--- config.mk ---
export PLATFORM = sky130hd
export DESIGN_NAME = mw_lsu_flat
export DESIGN_NICKNAME = d
export VERILOG_FILES = /design/src/rtl/lsu_pkg.sv /design/src/rtl/mw_lsu_if.sv /design/src/rtl/lsu_align.sv /design/src/rtl/mw_lsu.sv /design/src/flat_wrapper.sv
export SDC_FILE = /design/constraint.sdc
export NUM_CORES = 1
export LEC_CHECK = 0
export ABC_CLOCK_PERIOD_IN_PS = 2900
export CORE_MARGIN = 2
export CORE_UTILIZATION = 25
export CTS_CLUSTER_SIZE = 25
export DETAILED_ROUTE_END_ITERATION = 10
export SLEW_MARGIN = 30
export SYNTH_ARGS = -nofsm -noshare
export SYNTH_HDL_FRONTEND = slang
export SYNTH_SLANG_ARGS = --single-unit
export TNS_END_PERCENT = 10
--- constraint.sdc ---
create_clock -name clk -period 2.9 [get_ports clk]
set_input_delay 0.87 -clock clk [delete_from_list [all_inputs] [get_ports clk]]
set_output_delay 0.87 -clock clk [all_outputs]
set_load 0.05 [all_outputs]
--- src/rtl/lsu_pkg.sv ---
// Shared definitions for the MW-stage load/store unit: access-width codes,
// FSM state encoding and the latched descriptor of an in-flight access.
package lsu_pkg;

   // funct3 access-width/sign codes
   localparam logic [2:0] F3_B  = 3'b000;
   localparam logic [2:0] F3_H  = 3'b001;
   localparam logic [2:0] F3_W  = 3'b010;
   localparam logic [2:0] F3_BU = 3'b100;
   localparam logic [2:0] F3_HU = 3'b101;

   typedef enum logic [1:0] {
      IDLE = 2'd0,
      WAIT = 2'd1,
      DONE = 2'd2
   } lsu_state_t;

   // What the load formatter needs once the op has been accepted.
   typedef struct packed {
      logic       ld;
      logic [2:0] funct3;
      logic [1:0] lo;
   } lsu_op_t;

endpackage

--- src/rtl/mw_lsu_if.sv ---
// Request/acknowledge data-memory bus between the LSU (master) and memory (slave).
interface mw_lsu_if;

   logic        mem_req;
   logic        mem_we;
   logic [31:0] mem_addr;
   logic [31:0] mem_wdata;
   logic [3:0]  mem_be;
   logic        mem_ack;
   logic [31:0] mem_rdata;

   modport master (
      output mem_req, mem_we, mem_addr, mem_wdata, mem_be,
      input  mem_ack, mem_rdata
   );

   modport slave (
      input  mem_req, mem_we, mem_addr, mem_wdata, mem_be,
      output mem_ack, mem_rdata
   );

endinterface

--- src/rtl/lsu_align.sv ---
// Purely combinational lane logic: store strobes/replication, legality and
// alignment flags for the incoming op, and load extraction/extension for the
// op already in flight.
module lsu_align
   import lsu_pkg::*;
(
   input  logic        ld,
   input  logic        st,
   input  logic [2:0]  funct3,
   input  logic [1:0]  lo,
   input  logic [31:0] sdata,
   output logic [3:0]  be,
   output logic [31:0] wdata,
   output logic        legal,
   output logic        aligned,
   input  logic [2:0]  rd_funct3,
   input  logic [1:0]  rd_lo,
   input  logic [31:0] rdata,
   output logic [31:0] ldata
);

   logic [31:0] rshift;
   logic [7:0]  rbyte;
   logic [15:0] rhalf;

   // Legality, alignment and store lane formatting for the MW-stage op
   always_comb begin
      // NOTE: every output gets a default first so no path leaves it unassigned (no latch).
      legal   = 1'b0;
      aligned = 1'b1;
      be      = 4'hF;
      wdata   = sdata;

      // A simultaneous load and store is never legal.
      if (ld && !st)
         legal = funct3 inside {F3_B, F3_H, F3_W, F3_BU, F3_HU};
      else if (st && !ld)
         legal = funct3 inside {F3_B, F3_H, F3_W};

      // funct3[1:0] encodes the size for every legal code.
      case (funct3[1:0])
         2'b00: begin
            aligned = 1'b1;
            be      = 4'b0001 << lo;
            wdata   = {4{sdata[7:0]}};
         end
         2'b01: begin
            aligned = !lo[0];
            be      = 4'b0011 << lo;
            wdata   = {2{sdata[15:0]}};
         end
         default: begin
            aligned = (lo == 2'b00);
            be      = 4'hF;
            wdata   = sdata;
         end
      endcase
   end

   // Lane select and sign/zero extension of the returned read word
   always_comb begin
      rshift = rdata >> {rd_lo, 3'b000};
      rbyte  = rshift[7:0];
      rhalf  = rd_lo[1] ? rdata[31:16] : rdata[15:0];
      case (rd_funct3)
         F3_B:    ldata = {{24{rbyte[7]}}, rbyte};
         F3_BU:   ldata = {24'h0, rbyte};
         F3_H:    ldata = {{16{rhalf[15]}}, rhalf};
         F3_HU:   ldata = {16'h0, rhalf};
         default: ldata = rdata;
      endcase
   end

endmodule

--- src/rtl/mw_lsu.sv ---
// MW-stage load/store unit: accepts one op at a time, runs it on the
// variable-latency memory bus, stalls the MW register while the bus is busy,
// aborts with an error after TIMEOUT wait cycles, and returns formatted load data.
module mw_lsu
   import lsu_pkg::*;
#(
   parameter int TIMEOUT = 16,
   parameter int CNT_W   = $clog2(TIMEOUT + 1)
) (
   input  logic        clk,
   input  logic        rst,
   input  logic        ld_MW,
   input  logic        st_MW,
   input  logic [2:0]  funct3_MW,
   input  logic [31:0] ALUResult_MW,
   input  logic [31:0] rdata2_MW,
   input  logic        flush,
   output logic        Stall_MW,
   mw_lsu_if.master    mem,
   output logic [31:0] load_data,
   output logic        load_valid,
   output logic        misalign,
   output logic        lsu_err
);

   lsu_state_t  state, state_nx;
   logic [CNT_W-1:0] cnt;

   logic        op_valid;
   logic        legal, aligned;
   logic [3:0]  be_fmt;
   logic [31:0] wdata_fmt, ldata_fmt;
   logic        accept, timeout;

   lsu_op_t     op_q;
   logic        kill_q;
   logic        we_q;
   logic [31:0] addr_q, wdata_q;
   logic [3:0]  be_q;
   logic [31:0] load_data_q;
   logic        err_q, misalign_q;

   assign op_valid = ld_MW | st_MW;

   lsu_align u_align (
      .ld        (ld_MW),
      .st        (st_MW),
      .funct3    (funct3_MW),
      .lo        (ALUResult_MW[1:0]),
      .sdata     (rdata2_MW),
      .be        (be_fmt),
      .wdata     (wdata_fmt),
      .legal     (legal),
      .aligned   (aligned),
      .rd_funct3 (op_q.funct3),
      .rd_lo     (op_q.lo),
      .rdata     (mem.mem_rdata),
      .ldata     (ldata_fmt)
   );

   // FSM state register
   always_ff @(posedge clk or negedge rst) begin
      // NOTE: sequential state uses non-blocking assignments so all flops update together.
      if (!rst) state <= IDLE;
      else      state <= state_nx;
   end

   // Next state, acceptance, timeout detection, stall and request
   always_comb begin
      state_nx      = state;
      accept        = 1'b0;
      timeout       = 1'b0;
      Stall_MW      = 1'b0;
      mem.mem_req   = 1'b0;
      case (state)
         IDLE: begin
            // rst gates acceptance so the stall drops the instant reset asserts.
            if (rst && op_valid && !flush && legal && aligned) begin
               accept   = 1'b1;
               Stall_MW = 1'b1;
               state_nx = WAIT;
            end
         end
         WAIT: begin
            mem.mem_req = 1'b1;
            Stall_MW    = 1'b1;
            if (mem.mem_ack) begin
               state_nx = DONE;
            end else if (cnt == CNT_W'(TIMEOUT - 1)) begin
               // This is the TIMEOUT-th wait cycle without an ack.
               timeout  = 1'b1;
               state_nx = DONE;
            end
         end
         DONE:    state_nx = IDLE;
         default: state_nx = IDLE;
      endcase
   end

   // Request latch, wait counter, load result and error/misalign pulses
   always_ff @(posedge clk or negedge rst) begin
      // NOTE: these registers feed outputs directly, so they are reset to give defined outputs.
      if (!rst) begin
         op_q        <= '0;
         kill_q      <= 1'b0;
         we_q        <= 1'b0;
         addr_q      <= '0;
         wdata_q     <= '0;
         be_q        <= '0;
         cnt         <= '0;
         load_data_q <= '0;
         err_q       <= 1'b0;
         misalign_q  <= 1'b0;
      end else begin
         err_q      <= 1'b0;
         misalign_q <= 1'b0;

         // Rejected ops in IDLE: illegal takes precedence over misaligned.
         if (state == IDLE && op_valid && !flush) begin
            if (!legal)        err_q      <= 1'b1;
            else if (!aligned) misalign_q <= 1'b1;
         end

         if (accept) begin
            op_q    <= '{ld: ld_MW, funct3: funct3_MW, lo: ALUResult_MW[1:0]};
            kill_q  <= 1'b0;
            we_q    <= st_MW;
            addr_q  <= {ALUResult_MW[31:2], 2'b00};
            wdata_q <= wdata_fmt;
            be_q    <= be_fmt;
            cnt     <= '0;
         end

         if (state == WAIT) begin
            cnt <= cnt + 1'b1;
            // The bus transaction still completes; only the result is dropped.
            if (flush) kill_q <= 1'b1;
            if (mem.mem_ack && op_q.ld) load_data_q <= ldata_fmt;
            if (timeout) begin
               load_data_q <= '0;
               err_q       <= 1'b1;
            end
         end
      end
   end

   assign mem.mem_we    = we_q;
   assign mem.mem_addr  = addr_q;
   assign mem.mem_wdata = wdata_q;
   assign mem.mem_be    = be_q;

   assign load_data  = load_data_q;
   assign load_valid = (state == DONE) && op_q.ld && !kill_q;
   assign misalign   = misalign_q;
   assign lsu_err    = err_q;

endmodule

--- src/flat_wrapper.sv ---
// flat-port wrapper written by rule: the top's interface ports become plain ports
module mw_lsu_flat import lsu_pkg::*;
#(
   parameter int TIMEOUT = 16,
   parameter int CNT_W   = $clog2(TIMEOUT + 1)
)
  (clk, rst, ld_MW, st_MW, funct3_MW, ALUResult_MW, rdata2_MW, flush, Stall_MW, load_data, load_valid, misalign, lsu_err, mem_mem_req, mem_mem_we, mem_mem_addr, mem_mem_wdata, mem_mem_be, mem_mem_ack, mem_mem_rdata);
  mw_lsu_if mem_i ();
  input  logic clk;
  input  logic rst;
  input  logic ld_MW;
  input  logic st_MW;
  input  logic [2:0] funct3_MW;
  input  logic [31:0] ALUResult_MW;
  input  logic [31:0] rdata2_MW;
  input  logic flush;
  output logic Stall_MW;
  output logic [31:0] load_data;
  output logic load_valid;
  output logic misalign;
  output logic lsu_err;
  output wire logic [$bits(mem_i.mem_req)-1:0] mem_mem_req;
  output wire logic [$bits(mem_i.mem_we)-1:0] mem_mem_we;
  output wire logic [$bits(mem_i.mem_addr)-1:0] mem_mem_addr;
  output wire logic [$bits(mem_i.mem_wdata)-1:0] mem_mem_wdata;
  output wire logic [$bits(mem_i.mem_be)-1:0] mem_mem_be;
  input wire logic [$bits(mem_i.mem_ack)-1:0] mem_mem_ack;
  input wire logic [$bits(mem_i.mem_rdata)-1:0] mem_mem_rdata;
  assign mem_mem_req = mem_i.mem_req;
  assign mem_mem_we = mem_i.mem_we;
  assign mem_mem_addr = mem_i.mem_addr;
  assign mem_mem_wdata = mem_i.mem_wdata;
  assign mem_mem_be = mem_i.mem_be;
  assign mem_i.mem_ack = mem_mem_ack;
  assign mem_i.mem_rdata = mem_mem_rdata;
  mw_lsu #(.TIMEOUT(TIMEOUT), .CNT_W(CNT_W)) u_core (.clk(clk), .rst(rst), .ld_MW(ld_MW), .st_MW(st_MW), .funct3_MW(funct3_MW), .ALUResult_MW(ALUResult_MW), .rdata2_MW(rdata2_MW), .flush(flush), .Stall_MW(Stall_MW), .mem(mem_i), .load_data(load_data), .load_valid(load_valid), .misalign(misalign), .lsu_err(lsu_err));
endmodule
==> metrics.md, run 1 <==
| Metric | Value |
|---|---|
| Netlist cell types | 48 |
| Run status | finished clean |
| Yosys reg bits | 115 |
| Flop pwr share | 29.4% |
| Die height | 150 um |
| Final Hold Fails | 0 |
| Layout Nets | 766 |
| Maximum clock path buffer count | 2 |
| Min cycle time layout | 2.87 ns |
| Class of the worst hold path | reg2reg |
| WL met3 | 1710 um |
| Warnings from Yosys | 0 |
| WS Path Type | in2out |
| Slew @ Worst Pin | 0.878 ns |
| Global route overflow | 0 |
| Critical Path RT | 2.03 ns |
| GPL Wtd Cong | 0.790 |
| RSZ-0062 raised after global routing | false |
| Power Density | 995 nW/um^2 |
| Pins over their slew limit | 0 |
| CP cell instances | buf_2, buf_4, o21ai_4, nand2_2, or3_4, nand2_4, buf_12 |
| Area delta synth->final | 60.9% |
| Worst clock skew | 0.00847 ns |
| Synth top area cells | dfrtp_1 (54%), mux2_2 (20%), a221o_1 (3.0%) |
| FF/Latch Area | 2880 sq um |
| Post-synthesis sequential area ratio | 54.3% |
| Die ar. | 22400 sq um |
| Hold buffers post-CTS | 0 |
| H-tree level count | 4 |
| First-pass DRT Iterations | 4 |
| Via/cell ratio | 4.68 |
| Clock sinks | 115 |
| First-pass GRT wire length | 26100 um |
| Layout fillers | 1981 |
| Number of flops mapped to enable cells by yosys | 0 |
| Startpoint type of the worst setup path | primary input |
| Net Sw Frac | 42.4% |
| Fraction of layout cells with a size suffix above 1 | 28.1% |
| GRT Total Usage | 15.2% |
| Inserted Diodes | 0 |
| Starting density of the core | 25.4% |
| Number of max-cap violations | 0 |
| DPL Wire Length | 12100 um |
| Internal cell power | 4890 uW |
| Std cell rows | 53 |
| # IOs | 211 |
| Remaining DRCs | 0 |
| Highest Signal Layer | met5 |
| Static Leak | 0.00356 uW |
| First-iteration detailed-routing DRC count | 111 |
| Net Sw Power | 3590 uW |
| Worst path max stage delay | 0.41 ns |
| Clock power frac | 24.9% |
| CP endpoint kind | primary output |
| Crit-path max FO | 2 |
| Die Width | 150 um |
| Synth area leader | dfrtp_1 |
| CP max-delay cell | or3_4 |
| Multi-input logic area | 2290 sq um |
| Vias in the first global route | 4777 |
| Dpl cells | 908 |
| Setup Viol. Count Final | 0 |
| Overall routed net length | 16600 um |
| Port Buffers | 208 |
| Gate power share | 45.7% |
| Met2 wire len | 7850 um |
| WL/cell | 17.5 um |
| Floorplan core area | 20900 sq um |
| Post-synth ARST share | 100% |
| Final period util | 99.0% |
| Place WS | -0.326 ns |
| Relative slew margins | 41.2% |
| Most used flip-flop cell after synthesis | dfrtp_1 |
| Wl on met1 | 6580 um |
| Number of CTS-inserted buffers | 17 |
| Final non-filler cell total | 947 |
| Peak VDD IR | 0.497 mV |
| Root buffer selected by CTS | clkbuf_16 |
| PnR worst setup slack | 0.0304 ns |
| CTS tree | built |
| Syn Area/Cell | 12.5 sq um |
| Critical Path AT | 2.00 ns |
| Initial antenna violation count | 2 |
| Worst-path clk slew | 0.06 ns |
| Post-synth top area share | 54.3% |
| Cells after synthesis | 424 |
| Fmax achieved | 348 MHz |
| Post-Syn Area | 5300 sq um |
| Clk_lat worst skew | 0.42 ns |
| Largest net degree at the start of global routing | 62 |
| Final ANT Viol Nets | 0 |
| Vias | 4429 |
metrics by stage:
| step | cell area [sq um] | power, uW | util [%] | TNS (ns) | hold slack [ns] |
|---|---|---|---|---|---|
| 2_1_floorplan | 5300 | 4930 | - | 0 | 0.467 |
| 3_3_place_gp | 7870 | 6340 | 37.7 | -1.09 | 0.465 |
| 3_5_place_dp | 7870 | 6400 | 37.7 | -0.610 | 0.482 |
| 4_1_cts | 8530 | 8590 | 40.9 | 0 | 0.496 |
| 5_1_grt | 8520 | 8880 | 40.8 | 0 | 0.520 |
| 6_report | 8520 | 8480 | 40.8 | 0 | 0.487 |
repair_timing:
| action | CTS | global route |
|---|---|---|
| endpoints found under the setup margin | 1 | 7 |
| setup buffers | 7 | 0 |
| pin swaps | 5 | 4 |
| resized for setup | 23 | 3 |
path summary, 6_finish.rpt:
kind | from | end | slack [ns] | cells past startpoint
hold / removal | u_core.load_data[2] | u_core.load_data[2] | 0.49 | 2
setup / recovery | funct3_MW[2] | Stall_MW | 0.03 | 7
min in group asynchronous | rst | u_core.load_data[1] | 0.62 | 2
max in group asynchronous | rst | u_core.mem.mem_wdata[30] | 0.93 | 3
hold reg to reg | u_core.load_data[2] | u_core.load_data[2] | 0.49 | 2
setup reg to reg | u_core.state[0] | u_core.mem.mem_addr[15] | 0.39 | 13
worst max-delay path, delay by kind of cell:
family / cells / cell delay, ns
AO/OA/AOI/OAI: 1 / 0.16
buffers and inverters: 3 / 0.40
AND/OR/NAND/NOR: 3 / 0.57
layer usage:
layer,vias to the layer above,track usage (%)
met5,-,0
met4,4,5.71
met3,29,7.04
met2,196,24.6
met1,2175,17.7
li1,2025,-
cell usage in the layout, fill, tap and decap left out, types with 7 or more instances in the layout:
cell               n
a221o_1           16
o21ai_1            7
o221ai_1           7
a21boi_0           7
a211oi_1           7
buf_4             37
o21ai_0           31
nor2b_1            9
clkdlybuf4s50_1  196
dfrtp_1          115
mux2_2            96
mux2i_1           10
nand2_1           32
clkbuf_16         17
power by group through the flow:
stage | sequential, uW | clock (uW) | combinational, uW
3_5_place_dp | 2520 | 0 | 3880
5_1_grt | 2580 | 2250 | 4060
6_report | 2500 | 2110 | 3870
4_1_cts | 2510 | 2180 | 3910
2_1_floorplan | 4150 | 0 | 779
3_3_place_gp | 2500 | 0 | 3850
sequential cells by signal, summed over array words and instances, names as in the netlist:
register	count
u_core.load_data	32
u_core.mem.mem_wdata	32
u_core.mem.mem_addr	30
u_core.op_q	6
u_core.cnt	5
u_core.mem.mem_be	4
u_core.state	2
u_core.kill_q	1
u_core.lsu_err	1
u_core.mem.mem_we	1
u_core.misalign	1
layout make-up:
type	instances	share of cell area, %
Sequential cell	115	33.8
Multi-Input combinational cell	274	26.9
Inverter	5	0.220
Tap cell	275	4.04
Clock inverter	14	1.79
Timing Repair Buffer	246	28.2
Clock buffer	18	5.15
Yosys cell counts (all sizes together) (4+ instances only):
library cell,count
o221ai,7
nor3,4
a211oi,7
mux2i,10
a221o,16
nor2,7
nor2b,9
buf,17
and3,4
dfrtp,115
mux2,97
o21ai,42
inv,4
nand2,34
clkbuf,14
a21boi,7
kinds of logic after synthesis:
kind of cell    count (synthesis)  synth area share [%]
flops                         115                  54.3
mux                           107                  22.5
compound gates                 91                  12.1
simple gates                   72                  7.16
buf+inv                        36                  3.35
fa+ha+maj                       2                 0.472
other cells                     1                0.0708
Note: power is estimated with default switching activity, not from simulation.
==> inputs of run 2 (changes only) <==
Settings changed: CAP_MARGIN from default to 10, SLEW_MARGIN 30 to 5.
==> results of run 2 <==
The final DEF is identical to that of run 1; final timing and power are the same.
